$ cat src/rtl/led_pkg.sv
// Shared types and helpers for the LED scan driver.
package led_pkg;

  typedef enum logic [1:0] {
    IDLE  = 2'd0,
    DRIVE = 2'd1,
    BLANK = 2'd2
  } scan_state_e;

  // Width of a row index; never narrower than one bit.
  function automatic int row_w(input int n);
    return (n < 2) ? 1 : $clog2(n);
  endfunction

endpackage

$ cat src/rtl/led_scan_timer.sv
// Enable-gated slot/blank counter: counts 0..i_last and restarts itself on o_done.
// LED_SCAN_DIM_EN additionally exposes the top four slot bits for duty gating.
module led_scan_timer #(
  parameter int CW = 5
`ifdef LED_SCAN_DIM_EN
  , parameter int SLOT_MSB = 3
`endif
)(
  input  logic          i_clk,
  input  logic          i_rst_n,
  input  logic          i_en,
  input  logic [CW-1:0] i_last,
  output logic          o_done
`ifdef LED_SCAN_DIM_EN
  , output logic [3:0]  o_slot_hi
`endif
);

  logic [CW-1:0] r_cnt;

  assign o_done = i_en && (r_cnt == i_last);

  always_ff @(posedge i_clk or negedge i_rst_n) begin
    if (!i_rst_n)  r_cnt <= '0;
    else if (i_en) r_cnt <= o_done ? '0 : r_cnt + 1'b1;
  end

`ifdef LED_SCAN_DIM_EN
  assign o_slot_hi = r_cnt[SLOT_MSB -: 4];
`endif

endmodule

$ cat src/rtl/led_scan_driver.sv
// Two-colour LED matrix row scanner driving from a shadow frame swapped at row wrap.
// LED_SCAN_DIM_EN adds a Brightness[3:0] input giving Brightness/16 drive duty.
module led_scan_driver
  import led_pkg::*;
#(
  parameter  int ROWS         = 16,
  parameter  int COLS         = 16,
  parameter  int FREQDIV      = 4,
  parameter  int BLANK_CYCLES = 2,
  localparam int RW           = row_w(ROWS)
)(
  input  logic                       CLK,
  input  logic                       RST,
  input  logic                       Enable,
  input  logic [ROWS-1:0][COLS-1:0]  RedPixels,
  input  logic [ROWS-1:0][COLS-1:0]  GrnPixels,
  input  logic                       FrameValid,
`ifdef LED_SCAN_DIM_EN
  input  logic [3:0]                 Brightness,
`endif
  output logic                       FrameReady,
  output logic [RW-1:0]              RowSelect,
  output logic                       RowEnable,
  output logic [COLS-1:0]            RedCols,
  output logic [COLS-1:0]            GrnCols,
  output logic                       FrameStart
);

  localparam int BW = $clog2(BLANK_CYCLES + 1);
  localparam int CW = ((FREQDIV > BW) ? FREQDIV : BW) + 1;
  localparam logic [CW-1:0] DRV_LAST = CW'((1 << FREQDIV) - 1);
  localparam logic [CW-1:0] BLK_LAST = CW'((BLANK_CYCLES > 0) ? BLANK_CYCLES - 1 : 0);

  scan_state_e               r_state, w_nxt;
  logic                      w_enter, w_wrap, w_tmr_en, w_done, w_drive;
  logic [CW-1:0]             w_last;
  logic [RW-1:0]             r_row, w_row_nxt;
  logic [ROWS-1:0][COLS-1:0] r_red, r_grn;
  logic                      r_ready, r_start;
`ifdef LED_SCAN_DIM_EN
  logic [3:0]                w_slot_hi, r_bright;
`endif

  assign w_tmr_en = Enable && (r_state != IDLE);
  assign w_last   = (r_state == BLANK) ? BLK_LAST : DRV_LAST;

  led_scan_timer #(
    .CW       (CW)
`ifdef LED_SCAN_DIM_EN
    , .SLOT_MSB (FREQDIV - 1)
`endif
  ) u_timer (
    .i_clk    (CLK),
    .i_rst_n  (RST),
    .i_en     (w_tmr_en),
    .i_last   (w_last),
    .o_done   (w_done)
`ifdef LED_SCAN_DIM_EN
    , .o_slot_hi (w_slot_hi)
`endif
  );

  always_ff @(posedge CLK or negedge RST) begin
    if (!RST) r_state <= IDLE;
    else      r_state <= w_nxt;
  end

  // w_done already carries Enable, so a low Enable holds every state.
  always_comb begin
    w_nxt   = r_state;
    w_enter = 1'b0;
    case (r_state)
      IDLE:  if (Enable) begin w_nxt = DRIVE; w_enter = 1'b1; end
      DRIVE: if (w_done) begin
               if (BLANK_CYCLES == 0) begin w_nxt = DRIVE; w_enter = 1'b1; end
               else                         w_nxt = BLANK;
             end
      BLANK: if (w_done) begin w_nxt = DRIVE; w_enter = 1'b1; end
      default: w_nxt = IDLE;
    endcase
  end

  always_comb begin
    if (r_state == IDLE || r_row == RW'(ROWS - 1)) w_row_nxt = '0;
    else                                           w_row_nxt = r_row + 1'b1;
  end

  // Leaving IDLE lands on row 0, so it counts as a wrap for frame acceptance.
  assign w_wrap = w_enter && (w_row_nxt == '0);

  always_ff @(posedge CLK or negedge RST) begin
    if (!RST) begin
      r_row   <= '0;
      r_red   <= '0;
      r_grn   <= '0;
      r_ready <= 1'b0;
      r_start <= 1'b0;
`ifdef LED_SCAN_DIM_EN
      r_bright <= '0;
`endif
    end else begin
      r_ready <= w_wrap && FrameValid;
      r_start <= w_wrap;
      if (w_enter) r_row <= w_row_nxt;
      if (w_wrap && FrameValid) begin
        r_red <= RedPixels;
        r_grn <= GrnPixels;
      end
`ifdef LED_SCAN_DIM_EN
      if (w_enter) r_bright <= Brightness;
`endif
    end
  end

`ifdef LED_SCAN_DIM_EN
  assign w_drive = (r_state == DRIVE) && (w_slot_hi < r_bright);
`else
  assign w_drive = (r_state == DRIVE);
`endif

  // Column 0 of the frame lands on the MSB of the column bus.
  always_comb begin
    RowEnable = w_drive;
    RedCols   = '0;
    GrnCols   = '0;
    for (int c = 0; c < COLS; c++) begin
      RedCols[COLS-1-c] = w_drive & r_red[r_row][c];
      GrnCols[COLS-1-c] = w_drive & r_grn[r_row][c];
    end
  end

  assign RowSelect  = r_row;
  assign FrameReady = r_ready;
  assign FrameStart = r_start;

endmodule

$ cat config.mk
export PLATFORM = sky130hd
export DESIGN_NAME = led_scan_driver
export DESIGN_NICKNAME = d
export VERILOG_FILES = /design/src/rtl/led_pkg.sv /design/src/rtl/led_scan_timer.sv /design/src/rtl/led_scan_driver.sv
export SDC_FILE = /design/constraint.sdc
export NUM_CORES = 1
export LEC_CHECK = 0
export BUFFER_PORTS_ARGS = -buffer_cell sky130_fd_sc_hd__buf_2
export CAP_MARGIN = 40
export CORE_MARGIN = 8
export CORE_UTILIZATION = 55
export DETAILED_ROUTE_END_ITERATION = 12
export PLACE_DENSITY_LB_ADDON = 0.08
export SLEW_MARGIN = 20
export SYNTH_ARGS = -nofsm -noshare
export SYNTH_HDL_FRONTEND = slang
export SYNTH_SLANG_ARGS = --single-unit
$ cat constraint.sdc
create_clock -name CLK -period 2.83 [get_ports CLK]
set_input_delay 0.566 -clock CLK [delete_from_list [all_inputs] [get_ports CLK]]
set_output_delay 0.566 -clock CLK [all_outputs]
set_load 0.03 [all_outputs]
# After elaboration in Yosys (flattened, before gate mapping)
# Index checks and enable logic that the tools add are counted.
[op_classes] add_sub_neg=2 n_lt_le_gt_ge=1 eq_ne=7 mux=14 bitwise=32 n_reduce_logical=9
[op_table] op="$bmux W16 S4" n=2
[op_table] op="$and A1 B1 Y1" n=32
[op_table] op="$mux W16" n=2
[op_table] op="$mux W4" n=2
[op_table] op="$mux W2" n=3
[op_table] op="$pmux W2 S3" n=1
[op_table] op="$add A5 B1 Y5 const B" n=1
[op_table] op="$eq A5 B4 Y1" n=1
[op_table] op="$lt A4 B5 Y1 const B" n=1
[op_table] op="$mux W5" n=1
[op_table] op="$add A4 B1 Y4 const B" n=1
[op_table] op="$eq A4 B4 Y1 const B" n=1
[op_table] op="$logic_and A1 B1 Y1" n=4
[op_table] op="$logic_not A4 Y1" n=1
[op_table] op="$ne A2 B1 Y1 const B" n=2
[op_table] op="$reduce_and A3 Y1" n=1
[op_table] op="$eq A2 B1 Y1 const B" n=1
[op_table] op="$eq A2 B2 Y1 const B" n=1
[op_table] op="$logic_not A2 Y1" n=1
[op_table] op="$mux W1" n=2
[op_table] op="$ne A2 B2 Y1 const B" n=1
[op_table] op="$pmux W1 S2" n=1
[op_table] op="$reduce_bool A2 Y1" n=1
[op_table] op="$logic_or A1 B1 Y1" n=1
[totals] register_bits=525 inputBits=516 output_inout_bits=39 elab_cells=102

# Longest topological paths before layout
[depth] ltp_word=8 mapped_depth=9 ltp_nobuf=6

# Hierarchy
# Synthesis repeated with hierarchy kept, for this count alone.
[unflattened] hier_cells=1486 area_unflattened_um2=24126.9
[modules_own_cells] mod="led_scan_driver" instances=1 cells_each=1457 area_per_inst_um2=23819.1 seq_area_each_um2=13012.5
[modules_own_cells] mod="led_scan_timer" instances=1 cells_each=29 area_per_inst_um2=307.8 seq_area_each_um2=125.1

# Least setup slack after synthesis
# OpenSTA, ideal clock, no wires.
[synth_path] kind="register to output" from="register r_row[0] (netlist: RowSelect[0])" to="output port GrnCols[10]" arrival_ns=2.409 required_time_ns=2.264 setup_slack_ns=-0.145 path_stages_with_launch=7 path_buffers=3 cell_sequence="dfrtp_1 -> clkbuf_1 -> buf_2 -> buf_2 -> mux4_2 -> mux4_2 -> nor2b_1"
[synth_between] elab_chain_cells=3
[synth_lines] element="start: declaration" line_no="led_scan_driver.sv:37" text="logic [RW-1:0] r_row, w_row_nxt;"
[synth_lines] element="start signal: assignment" line_no="led_scan_driver.sv:104" text="if (w_enter) r_row <= w_row_nxt;"
[synth_lines] element="$bmux W16 S4" line_no="led_scan_driver.sv:128" text="GrnCols[COLS-1-c] = w_drive & r_grn[r_row][c];"
[synth_lines] element="$mux W16"
[synth_lines] element="$and A1 B1 Y1" line_no="led_scan_driver.sv:128"
[synth_lines] element="end: declaration" line_no="led_scan_driver.sv:25" text="output logic [COLS-1:0] GrnCols,"
# Every way passes these cells. The select of a mux whose other input is x is not followed.

# Worst setup path in the final report
[layout_path] from="register r_row[0] (netlist: RowSelect[0])" to="output port RedCols[3]"
[layout_between] elab_chain_cells=3
[layout_lines] element="$bmux W16 S4" line_no="led_scan_driver.sv:127" text="RedCols[COLS-1-c] = w_drive & r_red[r_row][c];"
[layout_lines] element="$mux W16"
[layout_lines] element="$and A1 B1 Y1" line_no="led_scan_driver.sv:127"
[layout_lines] element="end: declaration" line_no="led_scan_driver.sv:24" text="output logic [COLS-1:0] RedCols,"
# Every way passes these cells. The select of a mux whose other input is x is not followed.

==> results <==
- The run finished, with violations left.
- The final reports fail on negative setup slack.
- The effective utilization at floorplan is a little under three fifths.
- In the synthesized netlist the async set-or-reset flop fraction comes to between 90% and 100%.
- For hold timing, the worst endpoint is r_red[22].
- The count of final max-slew check failures is 0.
- The number of hold violations in the final report is 0.
- The leading cell type by number of instances after synthesis is sky130_fd_sc_hd__dfrtp_1.
- The final estimated routing congestion in global placement is about 0.9.
- The area of the die is between 50000 and 60000 sq um.
- The first global-routing pass estimated ~110000 um of wire.
- The critical path arrival is 2.83 ns.
- Across the routed clock network, the largest skew measured is 0.01505 ns.
- Sorting the synthesized cells by how often they occur yields sky130_fd_sc_hd__dfrtp_1 (525), sky130_fd_sc_hd__mux2_4 (469), sky130_fd_sc_hd__mux4_2 (160).
- Summed over all layers, the routed wires come to roughly 80000 um.
- The number of global-route vias before repair is 17467.
- The endpoint class of the critical path is an output port.
- During synthesis, Yosys emitted a total of 0 warnings.
- By area the synthesized netlist is led by sky130_fd_sc_hd__dfrtp_1 (50%), sky130_fd_sc_hd__mux2_4 (27%), sky130_fd_sc_hd__mux4_2 (14%), sky130_fd_sc_hd__buf_12 (3.4%), sky130_fd_sc_hd__mux2_2 (1.7%).
- The endpoint required time on the critical path is ~2.3 ns.
- In the synthesized netlist, the number of instances is ~1400.
- The area growth from synthesis to layout is 24.05%.
- Setup violations remaining at the end of the flow were counted as between 300 and 400.
- Detailed placement ended at an HPWL of just under 60000 um.
- After detailed placement, the design holds a cell count of ~2500.
- The dominant synthesized flop cell is sky130_fd_sc_hd__dfrtp_1.
- The horizontal die dimension is roughly 230 um.
- No sink is reached through more buffers than the 3 on the longest clock path.
- The initial detailed-routing violation count is roughly 930.
- Together, buffers and inverters on the worst path number 3.
- The hold-critical path depth is 2.
- The routed layout has 15264 vias.
- The post-synthesis instance area is 26060 sq um.
- The final cell count without fillers is 2694.
- Row generation in the floorplan step produced 79 rows.
- The maximum resistive drop on vdd is roughly 0.53 mV.
- The H-tree depth is 2.
- Headroom to the max-slew limit came out at just over 60%.
- The startpoint of the lowest-slack hold path is RedPixels[22].
- The total core area is 46650 sq um.
- The share of cells above drive strength 1 is 70.66%.
- The net count after synthesis is around 1900.
- Clock latency on the worst-skew pair, taken at its later pin, is 0.60 ns.
- The area fraction of the dominant cell type after synthesis is between 50% and 60%.
- The type of the most critical hold path is primary input to register.
- The count of flip-flops with a built-in enable after synthesis is 0.
- The post-route total power is approximately 20 mW.
- The final global-route overflow total is 0.
- The detailed-route DRC error count is 0.
- The dominant cell type by area after synthesis is sky130_fd_sc_hd__dfrtp_1.
- The buffer cell driving the clock tree root is sky130_fd_sc_hd__clkbuf_16.
- In this design, the largest share of critical-path delay is due to multiplexers.
- Setup repair after global routing could not meet its margin everywhere.
- The count of buffers added on input and output ports is 554.
- The number of antenna violations at the first check in global routing is 32.
- At the placement stage, the worst setup path has a slack of between 0.03 and 0.04 ns.
- The worst path in the final design needs a cycle of between 3 and 4 ns, including I/O delays and setup.
- CTS saw roughly 530 sinks.
- The most critical setup path has its startpoint at RowSelect[0].
- Dividing the detail-routed wire length by the instance count gives ~29 um.
- Measured in cells, the most critical reg-to-reg path has a length of 10.
- The library cell contributing the largest single delay on the critical path is sky130_fd_sc_hd__mux4_2.
- The net count of the finished layout is 2545.
- The total placed instance area is 29690 sq um.
- The count of nets left with antenna violations once routing finished came out at 0.
- The clock transition time at the flip-flop clock pins of the worst setup and hold paths is approximately 0.06 ns.
- The tool flagged a number of max-cap violations equal to 0.
- At the pin with the least slew margin, the transition time is about 0.57 ns.
- Before antenna repair, the detailed router went through 5 iterations.
- The power per standard cell area is around 620 nW/um^2.
- The worst register-to-register path begins at RowSelect[0].
- In this run the mean area of a mapped cell was 18.79 sq um.
- Dividing the detail-routed via count by the number of cells gives around 5.7.
- The synthesized design contains around 530 register bits.
- The share of the clock period used by the worst path after layout is 119.8%.
- The capture point of the worst reg-to-reg path is r_red[151].
- The slack of the worst reg-to-reg path is -0.06 ns.
- The number of top-level pins is between 500 and 600.
- The sequential area share after synthesis is 50.42%.
- The worst setup path is of the register to output port kind.
- The TritonCTS clock tree is built.
- The final design instance area without fill is between 30000 and 40000 sq um.
- The maximum fanout encountered on the critical timing path is 12.
- The maximum clock frequency is 0.2948 GHz.
- The height of the chip is about 230 um.
- Global routing used approximately 28% of the available tracks.
- Walking the worst path, the cells encountered are buf_12 -> buf_4 -> mux4_2 -> mux4_2 -> nor2b_1 -> buf_4.
- Yosys mapped the design onto 41 distinct sky130hd cell types.
- After filler insertion, the fill cell instance count of the layout stands at approximately 3100.
- Entering global routing, the biggest net connects 79 pins.
- The worst setup path is launched from a register.
- For this run, the slowest stage of the critical path takes ~0.57 ns.
- The analysis attributes to cell leakage a power of 15.75 nW.
- Setup slack on the critical path of the routed design comes to -0.5617 ns.
- The number of clock buffers added by TritonCTS is 55.
[worst max path at each step]
stage          slack (ns)  cells past startpoint           to
3_3_place_gp         0.03                      6  RedCols[15]
3_5_place_dp         0.03                      6   RedCols[5]
6_report            -0.56                      6   RedCols[3]
4_1_cts             -0.62                      6  GrnCols[14]
5_1_grt             -0.64                      6   RedCols[1]
2_1_floorplan       -0.08                      6  GrnCols[10]
[per-layer routing]
layer / routed length, um / up-vias / track usage (%)
met4: 3197 / 34 / 11.80
met5: 212 / - / 0
met2: 39170 / 535 / 46.72
li1: - / 6520 / -
met1: 29760 / 8016 / 33.65
met3: 5377 / 159 / 7.825
[per-stage QoR]
step	hold slack, ns	TNS (ns)	utilization (%)
3_5_place_dp	0.4849	0	63.64
4_1_cts	0.1573	-18.42	68.08
3_3_place_gp	0.4706	0	63.64
5_1_grt	0.1707	-53.43	69.24
6_report	0.1926	-26.56	69.28
2_1_floorplan	0.2704	-2.054	-
[kinds of logic (layout without fill, tap and decap cells)]
logic type               Yosys count  count (layout)  synth area share (%)
adder cells (fa/ha/maj)            2               2               0.09602
other                              0              15                     0
AND/OR/NAND/NOR                   65              65                 1.474
flip-flops                       525             525                 50.42
buffers and inverters            103             787                 4.730
AO/OA/AOI/OAI                     18              19                0.4994
multiplexers                     672             672                 42.71
XOR/XNOR                           2               2               0.06724
[flip-flops by register name, summed over array words and instances, names as in the netlist]
name / flops
r_red: 256
u_timer.r_cnt: 5
FrameStart: 1
FrameReady: 1
RowSelect: 4
r_grn: 256
r_state: 2
[layout by cell type, fill, tap and decap left out, drive strengths merged]
master,Yosys,routed
a21o,2,2
a21oi,3,3
a22o,1,1
a31oi,1,1
and3,1,1
and4b,1,1
buf,74,668
bufinv,0,5
clkbuf,24,91
clkinv,1,15
clkinvlp,0,1
dfrtp,525,525
diode,0,15
dlygate4sd3,0,1
ha,2,2
inv,4,6
mux2,512,512
mux4,160,160
nand2,9,9
nand2b,1,1
nand3,4,4
nor2,5,5
nor2b,34,34
nor3,4,4
nor4,2,2
nor4b,2,2
o211a,1,1
o21ai,7,7
o311a,2,3
o311ai,1,1
or2,1,1
or4,1,1
xnor2,1,1
xor2,1,1
[worst reg2reg max path: cells and delay by family (launching register included)]
| kind | cells | cell delay, ns |
|---|---|---|
| AOI/OAI and AO/OA | 2 | 0.76 |
| adders and majority gates | 1 | 0.26 |
| buffers and inverters | 4 | 0.76 |
| DFF | 1 | 0.52 |
| muxes | 1 | 0.30 |
| and+or+nand+nor | 2 | 0.17 |
[repair_timing]
action	4_1_cts	5_1_grt
gates resized for setup	30	18
cloned	0	13
hold endpoints to repair	43	0
buffers inserted	1	16
hold buffers	1	0
pin swaps	0	1
setup endpoints to repair	32	401
[where the power goes]
part	internal, mW	leakage, nW	switching (mW)	total [mW]
Combinational	2.27	7.54	1.94	4.21
Sequential	7.88	7.22	0.282	8.16
Clock	4.64	0.986	3.07	7.71
[final cells by class]
| class | instances | area [sq um] | share of cell area (%) |
|---|---|---|---|
| timing repair buffer | 680 | 4634 | 14.34 |
| inverter | 5 | 18.77 | 0.05806 |
| multi-input combinational | 760 | 11770 | 36.40 |
| clock buffer | 80 | 1713 | 5.299 |
| clock inverter | 22 | 247.7 | 0.7664 |
| tap | 607 | 759.5 | 2.350 |
| antenna | 15 | 37.54 | 0.1161 |
| sequential | 525 | 13150 | 40.67 |
Power figures use the tool's default switching activity.
